===== config.mk =====
export PLATFORM = sky130hd
export DESIGN_NAME = uart_cfg_regfile_mc
export DESIGN_NICKNAME = d
export VERILOG_FILES = /design/src/rtl/uart_cfg_regfile_mc.sv
export SDC_FILE = /design/constraint.sdc
export NUM_CORES = 1
export LEC_CHECK = 0
export CAP_MARGIN = 15
export CORE_UTILIZATION = 23
export CTS_BUF_LIST = sky130_fd_sc_hd__clkbuf_16
export CTS_CLUSTER_SIZE = 12
export DETAILED_ROUTE_END_ITERATION = 7
export GPL_TIMING_DRIVEN = 0
export SKIP_LAST_GASP = 1
export SLEW_MARGIN = 20
export SYNTH_ARGS = -nofsm -noshare
export SYNTH_HDL_FRONTEND = slang
export SYNTH_SLANG_ARGS = --single-unit

===== constraint.sdc =====
create_clock -name clk -period 8.05 [get_ports clk]
set_input_delay 1.2075 -clock clk [delete_from_list [all_inputs] [get_ports clk]]
set_output_delay 1.2075 -clock clk [all_outputs]
set_load 0.01 [all_outputs]

===== src/rtl/uart_cfg_regfile_mc.sv =====
// Multi-channel UART configuration register file.
// Per-channel CTRL/BAUD/STATUS/SCRATCH with shadowed baud commit.
module uart_cfg_regfile_mc #(
  parameter int N_CH         = 4,
  parameter int DATA_WIDTH   = 16,
  parameter int READ_LATENCY = 0,
  parameter int BAUD_RST     = 9600,
  parameter int ADDR_WIDTH   = $clog2(N_CH*4)+1
) (
  input  logic                  clk,
  input  logic                  rst,
  input  logic                  wr_en,
  input  logic [ADDR_WIDTH-1:0] wr_addr,
  input  logic [DATA_WIDTH-1:0] wr_data,
  input  logic                  rd_en_a,
  input  logic [ADDR_WIDTH-1:0] rd_addr_a,
  output logic [DATA_WIDTH-1:0] rd_data_a,
  output logic                  rd_valid_a,
  input  logic                  rd_en_b,
  input  logic [ADDR_WIDTH-1:0] rd_addr_b,
  output logic [DATA_WIDTH-1:0] rd_data_b,
  output logic                  rd_valid_b,
  output logic                  wr_err,
  input  logic [N_CH-1:0]       uart_busy,
  input  logic [N_CH-1:0]       uart_error,
  output logic [N_CH-1:0]       uart_enable,
  output logic [3*N_CH-1:0]     uart_mode,
  output logic [16*N_CH-1:0]    uart_rate,
  output logic [N_CH-1:0]       update_ok
);

  localparam int CW = ADDR_WIDTH - 2;
  localparam logic [ADDR_WIDTH-1:0] LIMIT = ADDR_WIDTH'(N_CH*4);
  localparam logic [15:0] BRST = 16'(BAUD_RST);

  logic [3:0]            ctrl_q    [N_CH];
  logic [3:0]            ctrl_d    [N_CH];
  logic [15:0]           shadow_q  [N_CH];
  logic [15:0]           shadow_d  [N_CH];
  logic [15:0]           rate_q    [N_CH];
  logic [15:0]           rate_d    [N_CH];
  logic [DATA_WIDTH-1:0] scratch_q [N_CH];
  logic [DATA_WIDTH-1:0] scratch_d [N_CH];
  logic [N_CH-1:0]       pend_q, pend_d;
  logic [N_CH-1:0]       err_q, err_d;
  logic [N_CH-1:0]       upd_q, upd_d;
  logic                  wr_err_q, wr_err_d;

  logic [CW-1:0]   wr_ch;
  logic [1:0]      wr_reg;
  logic            wr_in;
  logic            wr_rej;
  logic            wr_ok;
  logic [N_CH-1:0] wr_hit;

  assign wr_ch  = wr_addr[ADDR_WIDTH-1:2];
  assign wr_reg = wr_addr[1:0];
  assign wr_in  = wr_addr < LIMIT;
  assign wr_rej = (wr_reg == 2'd1 && wr_data[15:0] == 16'd0) ||
                  (wr_reg == 2'd0 && wr_data[3:1] > 3'd4);
  assign wr_ok  = wr_en && wr_in && !wr_rej;

  // Decode the accepted write into a one-hot channel select
  always_comb begin
    wr_hit = '0;
    for (int c = 0; c < N_CH; c++)
      wr_hit[c] = wr_ok && (wr_ch == CW'(c));
  end

  // Next state: commit first, then write, then sticky error set
  always_comb begin
    wr_err_d = wr_en && (!wr_in || wr_rej);
    pend_d   = pend_q;
    err_d    = err_q;
    upd_d    = '0;
    for (int c = 0; c < N_CH; c++) begin
      ctrl_d[c]    = ctrl_q[c];
      shadow_d[c]  = shadow_q[c];
      rate_d[c]    = rate_q[c];
      scratch_d[c] = scratch_q[c];
      if (pend_q[c] && !uart_busy[c]) begin
        rate_d[c] = shadow_q[c];
        pend_d[c] = 1'b0;
        upd_d[c]  = 1'b1;
      end
      if (wr_hit[c]) begin
        case (wr_reg)
          2'd0: ctrl_d[c] = wr_data[3:0];
          2'd1: begin
            shadow_d[c] = wr_data[15:0];
            pend_d[c]   = 1'b1;
          end
          2'd2: if (wr_data[1]) err_d[c] = 1'b0;
          default: scratch_d[c] = wr_data;
        endcase
      end
      if (uart_error[c]) err_d[c] = 1'b1;
    end
  end

  // Register state
  always_ff @(posedge clk or posedge rst) begin
    if (rst) begin
      ctrl_q    <= '{default: '0};
      shadow_q  <= '{default: BRST};
      rate_q    <= '{default: BRST};
      scratch_q <= '{default: '0};
      pend_q    <= '0;
      err_q     <= '0;
      upd_q     <= '0;
      wr_err_q  <= 1'b0;
    end else begin
      ctrl_q    <= ctrl_d;
      shadow_q  <= shadow_d;
      rate_q    <= rate_d;
      scratch_q <= scratch_d;
      pend_q    <= pend_d;
      err_q     <= err_d;
      upd_q     <= upd_d;
      wr_err_q  <= wr_err_d;
    end
  end

  // BAUD reads return the shadow; same-address accepted writes bypass
  // except STATUS, whose write value is not its read value
  function automatic logic [DATA_WIDTH-1:0] reg_rd(
    input logic [ADDR_WIDTH-1:0] a
  );
    logic [DATA_WIDTH-1:0] v;
    v = '0;
    for (int c = 0; c < N_CH; c++) begin
      if (a[ADDR_WIDTH-1:2] == CW'(c)) begin
        case (a[1:0])
          2'd0: v = DATA_WIDTH'(ctrl_q[c]);
          2'd1: v = DATA_WIDTH'(shadow_q[c]);
          2'd2: v = DATA_WIDTH'({pend_q[c], err_q[c], uart_busy[c]});
          default: v = scratch_q[c];
        endcase
      end
    end
    if (wr_ok && wr_addr == a && wr_reg != 2'd2) v = wr_data;
    return v;
  endfunction

  logic                  rd_valid_a_d, rd_valid_b_d;
  logic [DATA_WIDTH-1:0] rd_data_a_d, rd_data_b_d;

  // Read ports: data forced to zero when not valid
  always_comb begin
    rd_valid_a_d = rd_en_a && (rd_addr_a < LIMIT);
    rd_valid_b_d = rd_en_b && (rd_addr_b < LIMIT);
    rd_data_a_d  = rd_valid_a_d ? reg_rd(rd_addr_a) : '0;
    rd_data_b_d  = rd_valid_b_d ? reg_rd(rd_addr_b) : '0;
  end

  if (READ_LATENCY == 0) begin : g_rd_comb
    assign rd_valid_a = rd_valid_a_d;
    assign rd_valid_b = rd_valid_b_d;
    assign rd_data_a  = rd_data_a_d;
    assign rd_data_b  = rd_data_b_d;
  end else begin : g_rd_reg
    logic                  rd_valid_a_q, rd_valid_b_q;
    logic [DATA_WIDTH-1:0] rd_data_a_q, rd_data_b_q;
    // Registered read, write-first via the bypass above
    always_ff @(posedge clk or posedge rst) begin
      if (rst) begin
        rd_valid_a_q <= 1'b0;
        rd_valid_b_q <= 1'b0;
        rd_data_a_q  <= '0;
        rd_data_b_q  <= '0;
      end else begin
        rd_valid_a_q <= rd_valid_a_d;
        rd_valid_b_q <= rd_valid_b_d;
        rd_data_a_q  <= rd_data_a_d;
        rd_data_b_q  <= rd_data_b_d;
      end
    end
    assign rd_valid_a = rd_valid_a_q;
    assign rd_valid_b = rd_valid_b_q;
    assign rd_data_a  = rd_data_a_q;
    assign rd_data_b  = rd_data_b_q;
  end

  // Flatten per-channel state onto the UART-array ports
  always_comb begin
    uart_enable = '0;
    uart_mode   = '0;
    uart_rate   = '0;
    for (int c = 0; c < N_CH; c++) begin
      uart_enable[c]      = ctrl_q[c][0];
      uart_mode[3*c +: 3] = ctrl_q[c][3:1];
      uart_rate[16*c +: 16] = rate_q[c];
    end
  end

  assign update_ok = upd_q;
  assign wr_err    = wr_err_q;

endmodule

==> metrics.cfg, run 1 <==
[synthesis]
yosysTopAreaCell = dfrtp_1
avgSynthCellArea_um2 = 12.52
synth_area_um2 = 11800
yosysSeqAreaShare_pct = 47.22
ys_ff_latch = 221
ys_types = 53
synthTopCellsByArea = dfrtp_1 (40%), mux2_2 (19%), mux2i_1 (13%)
synth-edff-count = 0
synth_top_flop_cell = dfrtp_1
synth_top_area_share_pct = 40.09
synthArstFlopShare_pct = 100.0
synthCells = 942
syn_nets = 986
ys_warn_count = 0

[power_and_ir_drop]
p_int_mw = 2.348
irDropWorstVdd_uv = 135.5
p_switching_uw = 944.4
power.share.sequential_pct = 45.1
swShare_pct = 28.68
p_leak_nw = 6.336
fin_total_pwr_mw = 3.292
pwr-share-comb_pct = 20.9
p_clk_share_pct = 33.9
p_per_area_nw_per_um2 = 219.6

[floorplanning]
die_height_um = 228.5
start_util_pct = 23.42
rows = 82
dieArea_um2 = 52200
die_x_um = 228.5
core_area_um2 = 50380
io_pins = 163

[clock_network]
clk_latency_ns = 0.55
ctsLongestPathBuffers = 3
cts_made_buffers = 25
cts_resized = 0
holdBufCountCts = 0
cts_tree = built
cts-root-buf = clkbuf_16
clk_pin_slew_ns = 0.06
htreeDepth = 1
cts_sinks = 221
cts_setup_buffers = 0

[detailed_routing]
first_pass_iters = 5
drt-initial-drc-count = 655
routed_wl_um = 42040
vias = 8738
antenna_left = 0
post_drt_wl_per_cell_um = 23.23
via_per_inst = 4.828
drc = 0

[worst_setup_path]
worst-path-stages = 10
crit_path_max_incr_delay_ns = 0.67
path_max_fanout = 10
critical_path_arrival_ns = 4.87
cp_top_family = buffers and inverters
crit_slowest_cell = clkdlybuf4s50_1
path_buf_inv = 5
end_kind = output pin
worstSetupStartpointType = input port
reg2regPathDepth = 4
timing.rr.start = pend_q[2]$_DFF_PP0_
crit_chain = clkdlybuf4s50_1 -> or2_4 -> a211o_1 -> a21o_4 -> buf_12 -> buf_4 -> nor2_1 -> buf_4 -> mux2i_1 -> clkdlybuf4s50_1
path_class = in2out
crit_required_ns = 6.84
rrSetupSlack_ns = 5.92
timing.rr.end = uart_rate[35]$_DFFE_PP0P_

[final_layout]
final_util_pct = 29.77
syn2layout_area_growth_pct = 27.11
nets = 1166
diodes = 0
drive_above_1_share_pct = 28.56
stdcell_area_um2 = 15000

[timing]
finalClockSkew_ns = 0.01797
slew-limit-headroom_pct = 29.18
final_hold_viol_count = 0
maxSlewViolCount = 0
hold_slack_ns = 0.5023
fin_ws_ns = 1.973
setup_viol = 0
worst_slew_pin_slew_ns = 1.062
period_needed_ns = 6.077
rsz0062_at_grt = false
fmax_mhz = 164.6
min_period_over_period_pct = 75.49

[hold_path]
whs_path_depth = 1
hold_class = reg2reg
min_to = uart_rate[16]$_DFFE_PP0P_
min_from = uart_rate[16]$_DFFE_PP0P_

[flow_run]
maxCapViolCount = 0

[placed_design]
port-buffer-count = 151
dpl.hpwl_um = 32110
gp_congestion = 0.9456
dpl_worst_slack_ns = 2.017
placed_area_um2 = 14210

[global_routing]
antenna_found_initial = 1
gr-total-overflow = 0
grt_max_degree = 94
grt_pass1_wl_um = 61910
track_usage_pct = 15.96
grt_pass1_vias = 9041

[status]
status = finished clean

placed cells by master (no fill, tap or decap), types with 5 or more instances in the layout:
master	n
a21oi_1	7
a22oi_1	8
a31oi_1	5
buf_1	19
buf_2	8
buf_4	11
clkbuf_1	47
clkbuf_16	25
clkdlybuf4s50_1	151
dfrtp_1	189
dfstp_2	32
inv_1	14
mux2_2	204
mux2i_1	152
mux4_2	12
nand2_1	40
nand2b_1	12
nand3_1	14
nand4_1	7
nor2_1	8
nor2b_1	6
nor3_4	6
o211ai_1	8
o21ai_0	31
o22ai_1	48
o31ai_1	5
xnor2_1	7
layout make-up:
type	count	area, um^2
fill	5157	35380
multi-input combinational	628	5811
sequential	221	5570
timing repair buffer	153	1567
tap	672	840.8
clock buffer	25	625.6
buffer	86	390.4
clock inverter	18	157.7
inverter	7	33.78
stage by stage:
step / cells / setup TNS, ns
floorplan: 942 / 0
global placement: 1765 / -404.25
detailed placement: 1767 / 0
CTS: 1810 / 0
global route: 1810 / 0
finish: 1810 / 0
cells in the mapped netlist, types with 8 or more instances:
master	instances
buf_4	11
buf_2	8
a22oi_1	8
mux4_2	12
o21ai_0	31
o211ai_1	8
mux2i_1	152
nor2_1	8
buf_1	19
nand2_1	40
dfstp_2	32
nand2b_1	12
o22ai_1	48
mux2_2	204
nand3_1	14
clkbuf_1	47
dfrtp_1	189
routing by layer:
layer  vias up  track usage [%]  part of all wire, %
met5         -                0                0.029
li1       3847                -                    -
met1      4515            22.27                   45
met4         2            2.957                  1.8
met3        48            3.418                  6.8
met2       326            25.39                   46
how the worst max path moves through the flow:
stage	endpoint	start	slack [ns]
after global routing	rd_data_a[5]	wr_data[1]	1.85
after CTS	rd_data_a[6]	wr_data[1]	2.01
after floorplan	err_q[0]$_DFFE_PP0P_	rst	0.85
final	rd_data_a[5]	wr_data[1]	1.97
after global placement	update_ok[0]$_DFF_PP0_	rst	-2.16
after detailed placement	rd_data_a[6]	wr_data[1]	2.02
power groups by stage:
stage | clock network (mW) | logic, mW | registers (mW)
2_1_floorplan | 0 | 0.391 | 1.47
3_3_place_gp | 0 | 0.682 | 1.49
3_5_place_dp | 0 | 0.696 | 1.50
4_1_cts | 1.15 | 0.699 | 1.49
5_1_grt | 1.19 | 0.742 | 1.51
6_report | 1.12 | 0.689 | 1.49
state kept, by name (all words and copies together), names as in the netlist:
| name | flops |
|---|---|
| uart_enable | 4 |
| err_q | 4 |
| update_ok | 4 |
| pend_q | 4 |
| wr_err | 1 |
| uart_mode | 12 |
| scratch_q | 64 |
| uart_rate | 64 |
| shadow_q | 64 |
logic make-up (layout without fill, tap and decap cells):
| kind of cell | count (synthesis) | count (layout) | synth area share [%] |
|---|---|---|---|
| mux | 372 | 372 | 35.17 |
| simple gates | 119 | 119 | 6.406 |
| compound gates | 129 | 129 | 7.085 |
| xor+xnor | 8 | 8 | 0.5939 |
| buf+inv | 93 | 289 | 3.532 |
| flops | 221 | 221 | 47.22 |
Power figures use the tool's default switching activity.
==> run 2: changes to the inputs <==
- clock period: 8.05 -> 6.02 ns (I/O delays scaled with it)
==> run 2 against run 1 <==
Final cell count increased by 0.44%. Sequential share of layout area decreased by 0.20 points. Worst hold slack about the same. Sequential power increased by 34%. Global-route usage increased by 0.12 points. Non-clock buffer count increased by 5.
==> metrics.cfg, run 2 (synthesis results as in run 1) <==
[detailed_routing]
via_per_inst = 4.836  ; was 4.828
routed_wl_um = 42350  ; was 42040 um
first_pass_iters = 5  ; unchanged
drt-initial-drc-count = 731  ; was 655
antenna_left = 0  ; unchanged
vias = 8792  ; was 8738
drc = 0  ; unchanged
post_drt_wl_per_cell_um = 23.29  ; was 23.23 um

[placed_design]
dpl_worst_slack_ns = 0.6008  ; was 2.017 ns
place_inst = 1772  ; was 1767
gp_congestion = 0.9216  ; was 0.9456
dpl.hpwl_um = 32500  ; was 32110 um
port-buffer-count = 151  ; unchanged

[timing]
min_period_over_period_pct = 91.02
hold_slack_ns = 0.5025  ; was 0.5023 ns
fin_ws_ns = 0.5408  ; was 1.973 ns
slew-limit-headroom_pct = 33.05  ; was 29.18%
final_hold_viol_count = 0  ; unchanged
finalSetupTns_ns = 0  ; unchanged
finalClockSkew_ns = 0.01144  ; was 0.01797 ns
maxSlewViolCount = 0  ; unchanged
setup_viol = 0  ; unchanged
rsz0062_at_grt = false  ; unchanged
worst_slew_pin_slew_ns = 1.004  ; was 1.062 ns
period_needed_ns = 5.479
fmax_mhz = 182.5

[worst_setup_path]
crit_path_max_incr_delay_ns = 0.68  ; was 0.67 ns
worst-path-stages = 10  ; unchanged
reg2regPathDepth = 4  ; unchanged
crit_chain = clkdlybuf4s50_1 -> or2_4 -> a211o_1 -> a21o_4 -> buf_12 -> buf_4 -> nor2_1 -> buf_4 -> mux2i_1 -> clkdlybuf4s50_1  ; unchanged
path_buf_inv = 5  ; unchanged
cp_top_family = buffers and inverters  ; unchanged
path_max_fanout = 10  ; unchanged
critical_path_arrival_ns = 4.58  ; was 4.87 ns
crit_slowest_cell = clkdlybuf4s50_1  ; unchanged
worstSetupStartpointType = input port  ; unchanged
crit_required_ns = 5.12  ; was 6.84 ns
end_kind = output pin  ; unchanged
rrSetupSlack_ns = 3.87  ; was 5.92 ns
path_class = in2out  ; unchanged

[clock_network]
htreeDepth = 1  ; unchanged
cts_made_buffers = 25  ; unchanged
cts_tree = built  ; unchanged
holdBufCountCts = 0  ; unchanged
cts_resized = 0  ; unchanged
ctsLongestPathBuffers = 3  ; unchanged
cts_setup_buffers = 0  ; unchanged
clk_pin_slew_ns = 0.06  ; about the same
cts_sinks = 221  ; unchanged
clk_latency_ns = 0.56  ; was 0.55 ns
cts-root-buf = clkbuf_16  ; unchanged

[final_layout]
syn2layout_area_growth_pct = 27.81  ; was 27.11%
multiInputGateArea_um2 = 5811  ; unchanged
instances_no_fill = 1818  ; was 1810
final_cell_mix = mux2_2 (204), dfrtp_1 (189), mux2i_1 (152)  ; unchanged
fill_cells = 5168  ; was 5157
diodes = 0  ; unchanged
drive_above_1_share_pct = 28.80  ; was 28.56%
seq_area_um2 = 5570  ; unchanged
nets = 1171  ; was 1166
final_common_cell = mux2_2  ; unchanged

[power_and_ir_drop]
p_per_area_nw_per_um2 = 292.1  ; was 219.6 nW/um^2
fin_total_pwr_mw = 4.405  ; was 3.292 mW
irDropWorstVdd_uv = 190.9  ; was 135.5 uV
p_leak_nw = 6.380  ; was 6.336 nW

[status]
status = finished clean  ; unchanged

[hold_path]
whs_path_depth = 1  ; unchanged
hold_class = reg2reg  ; unchanged

[floorplanning]
start_util_pct = 23.42  ; unchanged
die_x_um = 228.5  ; unchanged
core_area_um2 = 50380  ; unchanged
rows = 82  ; unchanged
io_pins = 163  ; unchanged
dieArea_um2 = 52200  ; unchanged
die_height_um = 228.5  ; unchanged

[global_routing]
grt_max_degree = 35  ; was 94
gr-total-overflow = 0  ; unchanged
grt_pass1_vias = 9048  ; was 9041
antenna_found_initial = 1  ; unchanged
track_usage_pct = 16.08  ; was 15.96%
grt_pass1_wl_um = 62510  ; was 61910 um

[flow_run]
maxCapViolCount = 0  ; unchanged

run 2: cell types whose count changed in the layout (fill, tap and decap cells not counted), sizes merged:
cell    delta
bufinv     -1
inv        +1
buf        +5
clkinv     +3
run 2: final cells by class:
| class | instances | area share [%] |
|---|---|---|
| multi-input cells | 628 | 38.54 |
| clock buffers | 25 | 4.149 |
| clock inverters | 21 | 1.054 |
| repair buffers | 158 | 10.95 |
| flip-flops and latches | 221 | 36.94 |
| plain buffers | 86 | 2.589 |
| well taps | 672 | 5.576 |
| inverters | 7 | 0.1992 |
run 2: power by group:
group	internal, mW	switching (mW)
combinational	0.511	0.416
clock	0.844	0.649
sequential	1.76	0.227
run 2: routing by layer:
layer  track usage, %  wire length [um]
met1            22.89             19560
met2            25.29             19320
met3            3.119              2675
met4            2.936               799
met5                0                 0
run 2: worst reg2reg max path, cell delays in order (launching register included):
cell      delay [ns]
dfrtp_1         0.41
nand2b_1        0.09
clkbuf_1        0.54
buf_1           0.60
mux2_2          0.40
run 2: metrics by stage:
stage / cell area [um^2] / util (%)
global placement: 14150 / 28.10
CTS: 15080 / 29.93
detailed placement: 14290 / 28.37
finish: 15080 / 29.93
global route: 15080 / 29.93
floorplan: 11800 / -
run 2: worst paths after layout:
check,start,endpoint
hold / removal,uart_rate[2]$_DFFE_PP0P_,uart_rate[2]$_DFFE_PP0P_
setup reg to reg,pend_q[2]$_DFF_PP0_,uart_rate[37]$_DFFE_PP0P_
max in group asynchronous,rst,shadow_q[49]$_DFFE_PP0P_
hold reg to reg,uart_rate[2]$_DFFE_PP0P_,uart_rate[2]$_DFFE_PP0P_
min in group asynchronous,rst,uart_rate[46]$_DFFE_PP0P_
setup / recovery,wr_data[1],rd_data_a[6]
==> run 3: changes to the inputs <==
- CORE_UTILIZATION: 23 -> 45
- GPL_ROUTABILITY_DRIVEN: unset -> 0
- PLACE_DENSITY: unset -> 0.68
==> run 3 against run 2 <==
Sequential cell count did not move. Routed wire length down 17%. Sequential share of layout area grew 1.0 points. First-iteration DRC count decreased by 24%. Fmax up 3.2%. Die area down 49%. Final area is 2.7% lower. Critical path type unchanged. Critical endpoint unchanged. Highest routed layer is now met5.
==> metrics.cfg, run 3 (synthesis results as in run 1) <==
[placed_design]
port-buffer-count = 151  ; unchanged
dpl.hpwl_um = 26130  ; was 32500 um

[detailed_routing]
drc = 0  ; unchanged
antenna_left = 0  ; unchanged
first_pass_iters = 5  ; unchanged
via_per_inst = 5.949  ; was 4.836
drt-initial-drc-count = 552  ; was 731
routed_wl_um = 35080  ; was 42350 um
vias = 8786  ; was 8792
post_drt_wl_per_cell_um = 23.75  ; was 23.29 um

[worst_setup_path]
path_class = in2out  ; unchanged
path_max_fanout = 10  ; unchanged
rrSetupSlack_ns = 3.92  ; was 3.87 ns
crit_chain = clkdlybuf4s50_1 -> or2_4 -> a211o_1 -> a21o_4 -> buf_12 -> buf_4 -> nor2_1 -> buf_4 -> mux2i_1 -> clkdlybuf4s50_1  ; unchanged
crit_required_ns = 5.12  ; about the same
crit_path_start = wr_data[1]  ; unchanged
critical_path_arrival_ns = 4.41  ; was 4.58 ns
crit_slowest_cell = clkdlybuf4s50_1  ; unchanged
end_kind = output pin  ; unchanged
worstSetupStartpointType = input port  ; unchanged
crit_path_max_incr_delay_ns = 0.67  ; was 0.68 ns
timing.rr.start = pend_q[0]$_DFF_PP0_  ; was pend_q[2]$_DFF_PP0_

[hold_path]
min_from = uart_rate[48]$_DFFE_PP0P_  ; was uart_rate[2]$_DFFE_PP0P_
hold_class = reg2reg  ; unchanged

[clock_network]
cts_setup_buffers = 0  ; unchanged
cts-root-buf = clkbuf_16  ; unchanged
cts_made_buffers = 25  ; unchanged
cts_tree = built  ; unchanged
clk_pin_slew_ns = 0.06  ; about the same
holdBufCountCts = 0  ; unchanged
ctsLongestPathBuffers = 3  ; unchanged
cts_sinks = 221  ; unchanged
cts_resized = 0  ; unchanged
htreeDepth = 1  ; unchanged
clk_latency_ns = 0.54  ; was 0.56 ns

[final_layout]
final_common_cell = mux2_2  ; unchanged
syn2layout_area_growth_pct = 24.38  ; was 27.81%
nets = 1171  ; unchanged
drive_above_1_share_pct = 29.06  ; was 28.80%
fill_cells = 2149  ; was 5168
final_cell_mix = mux2_2 (204), dfrtp_1 (189), mux2i_1 (152)  ; unchanged

[global_routing]
track_usage_pct = 26.39  ; was 16.08%
grt_max_degree = 35  ; unchanged
grt_pass1_vias = 8817  ; was 9048
gr-total-overflow = 0  ; unchanged
antenna_found_initial = 3  ; was 1
grt_pass1_wl_um = 52880  ; was 62510 um

[timing]
maxSlewViolCount = 0  ; unchanged
finalSetupTns_ns = 0  ; unchanged
min_period_over_period_pct = 88.20  ; was 91.02%
slew-limit-headroom_pct = 25.61  ; was 33.05%
rsz0062_at_grt = false  ; unchanged
finalClockSkew_ns = 0.02005  ; was 0.01144 ns
period_needed_ns = 5.310  ; was 5.479 ns
setup_viol = 0  ; unchanged
fmax_mhz = 188.3  ; was 182.5 MHz
worst_slew_pin_slew_ns = 1.116  ; was 1.004 ns
final_hold_viol_count = 0  ; unchanged

[power_and_ir_drop]
irDropWorstVdd_uv = 215.7  ; was 190.9 uV
fin_total_pwr_mw = 4.381  ; was 4.405 mW
p_per_area_nw_per_um2 = 298.6  ; was 292.1 nW/um^2
p_leak_nw = 6.386  ; was 6.380 nW

[floorplanning]
die_x_um = 163.9  ; was 228.5 um
start_util_pct = 46.32  ; was 23.42%
core_area_um2 = 25470  ; was 50380 um^2
rows = 58  ; was 82
io_pins = 163  ; unchanged
dieArea_um2 = 26870  ; was 52200 um^2
die_height_um = 163.9  ; was 228.5 um

[flow_run]
maxCapViolCount = 0  ; unchanged

[status]
status = finished clean  ; unchanged

run 3: power breakdown:
group	leakage [nW]	switching (mW)	internal [mW]
Combinational	3.17	0.390	0.511
Sequential	2.79	0.224	1.76
Clock	0.422	0.618	0.880
run 3: final cells by class:
type	count	area [um^2]	share of cell area (%)
Antenna cell	1	2.502	0.01705
Clock buffer	25	625.6	4.263
Inverter	7	30.03	0.2046
Timing Repair Buffer	158	1659	11.31
Buffer	86	390.4	2.660
Tap cell	330	412.9	2.814
Sequential cell	221	5570	37.96
Clock inverter	21	172.7	1.177
Multi-Input combinational cell	628	5811	39.60
run 3: worst max-delay path: cells and delay by family:
kind,cells,cell delay [ns]
buffers and inverters,5,1.92
and+or+nand+nor,2,0.65
AOI/OAI and AO/OA,2,0.49
muxes,1,0.43
run 3: path summary, 6_finish.rpt:
kind / to / depth (start not counted)
setup / recovery: rd_data_a[6] / 10
hold / removal: uart_rate[48]$_DFFE_PP0P_ / 1
setup reg to reg: uart_rate[0]$_DFFE_PP0P_ / 4
hold reg to reg: uart_rate[48]$_DFFE_PP0P_ / 1
max in group asynchronous: uart_rate[7]$_DFFE_PP1P_ / 5
min in group asynchronous: uart_rate[27]$_DFFE_PP0P_ / 2
run 3: layer usage:
metal / up-vias / GRT usage, % / part of all wire (%)
li1: 3872 / - / -
met1: 4425 / 35.62 / 42
met2: 401 / 42.64 / 47
met3: 86 / 4.293 / 7.7
met4: 2 / 9.975 / 3.6
met5: - / 0 / 0.037
run 3: through the flow:
stage                     instance area, um^2  setup WS, ns  utilization [%]  std cells  hold WS [ns]
after detailed placement                13870        0.8409            54.47       1430        0.4924
after global placement                  13730        0.4732            53.89       1423        0.4903
after global routing                    14670        0.6925            57.61       1477        0.5187
final                                   14670        0.7103            57.61       1477        0.5038
after CTS                               14670        0.8232            57.60       1476        0.5079
after floorplan                         11800         2.261                -        942        0.4829
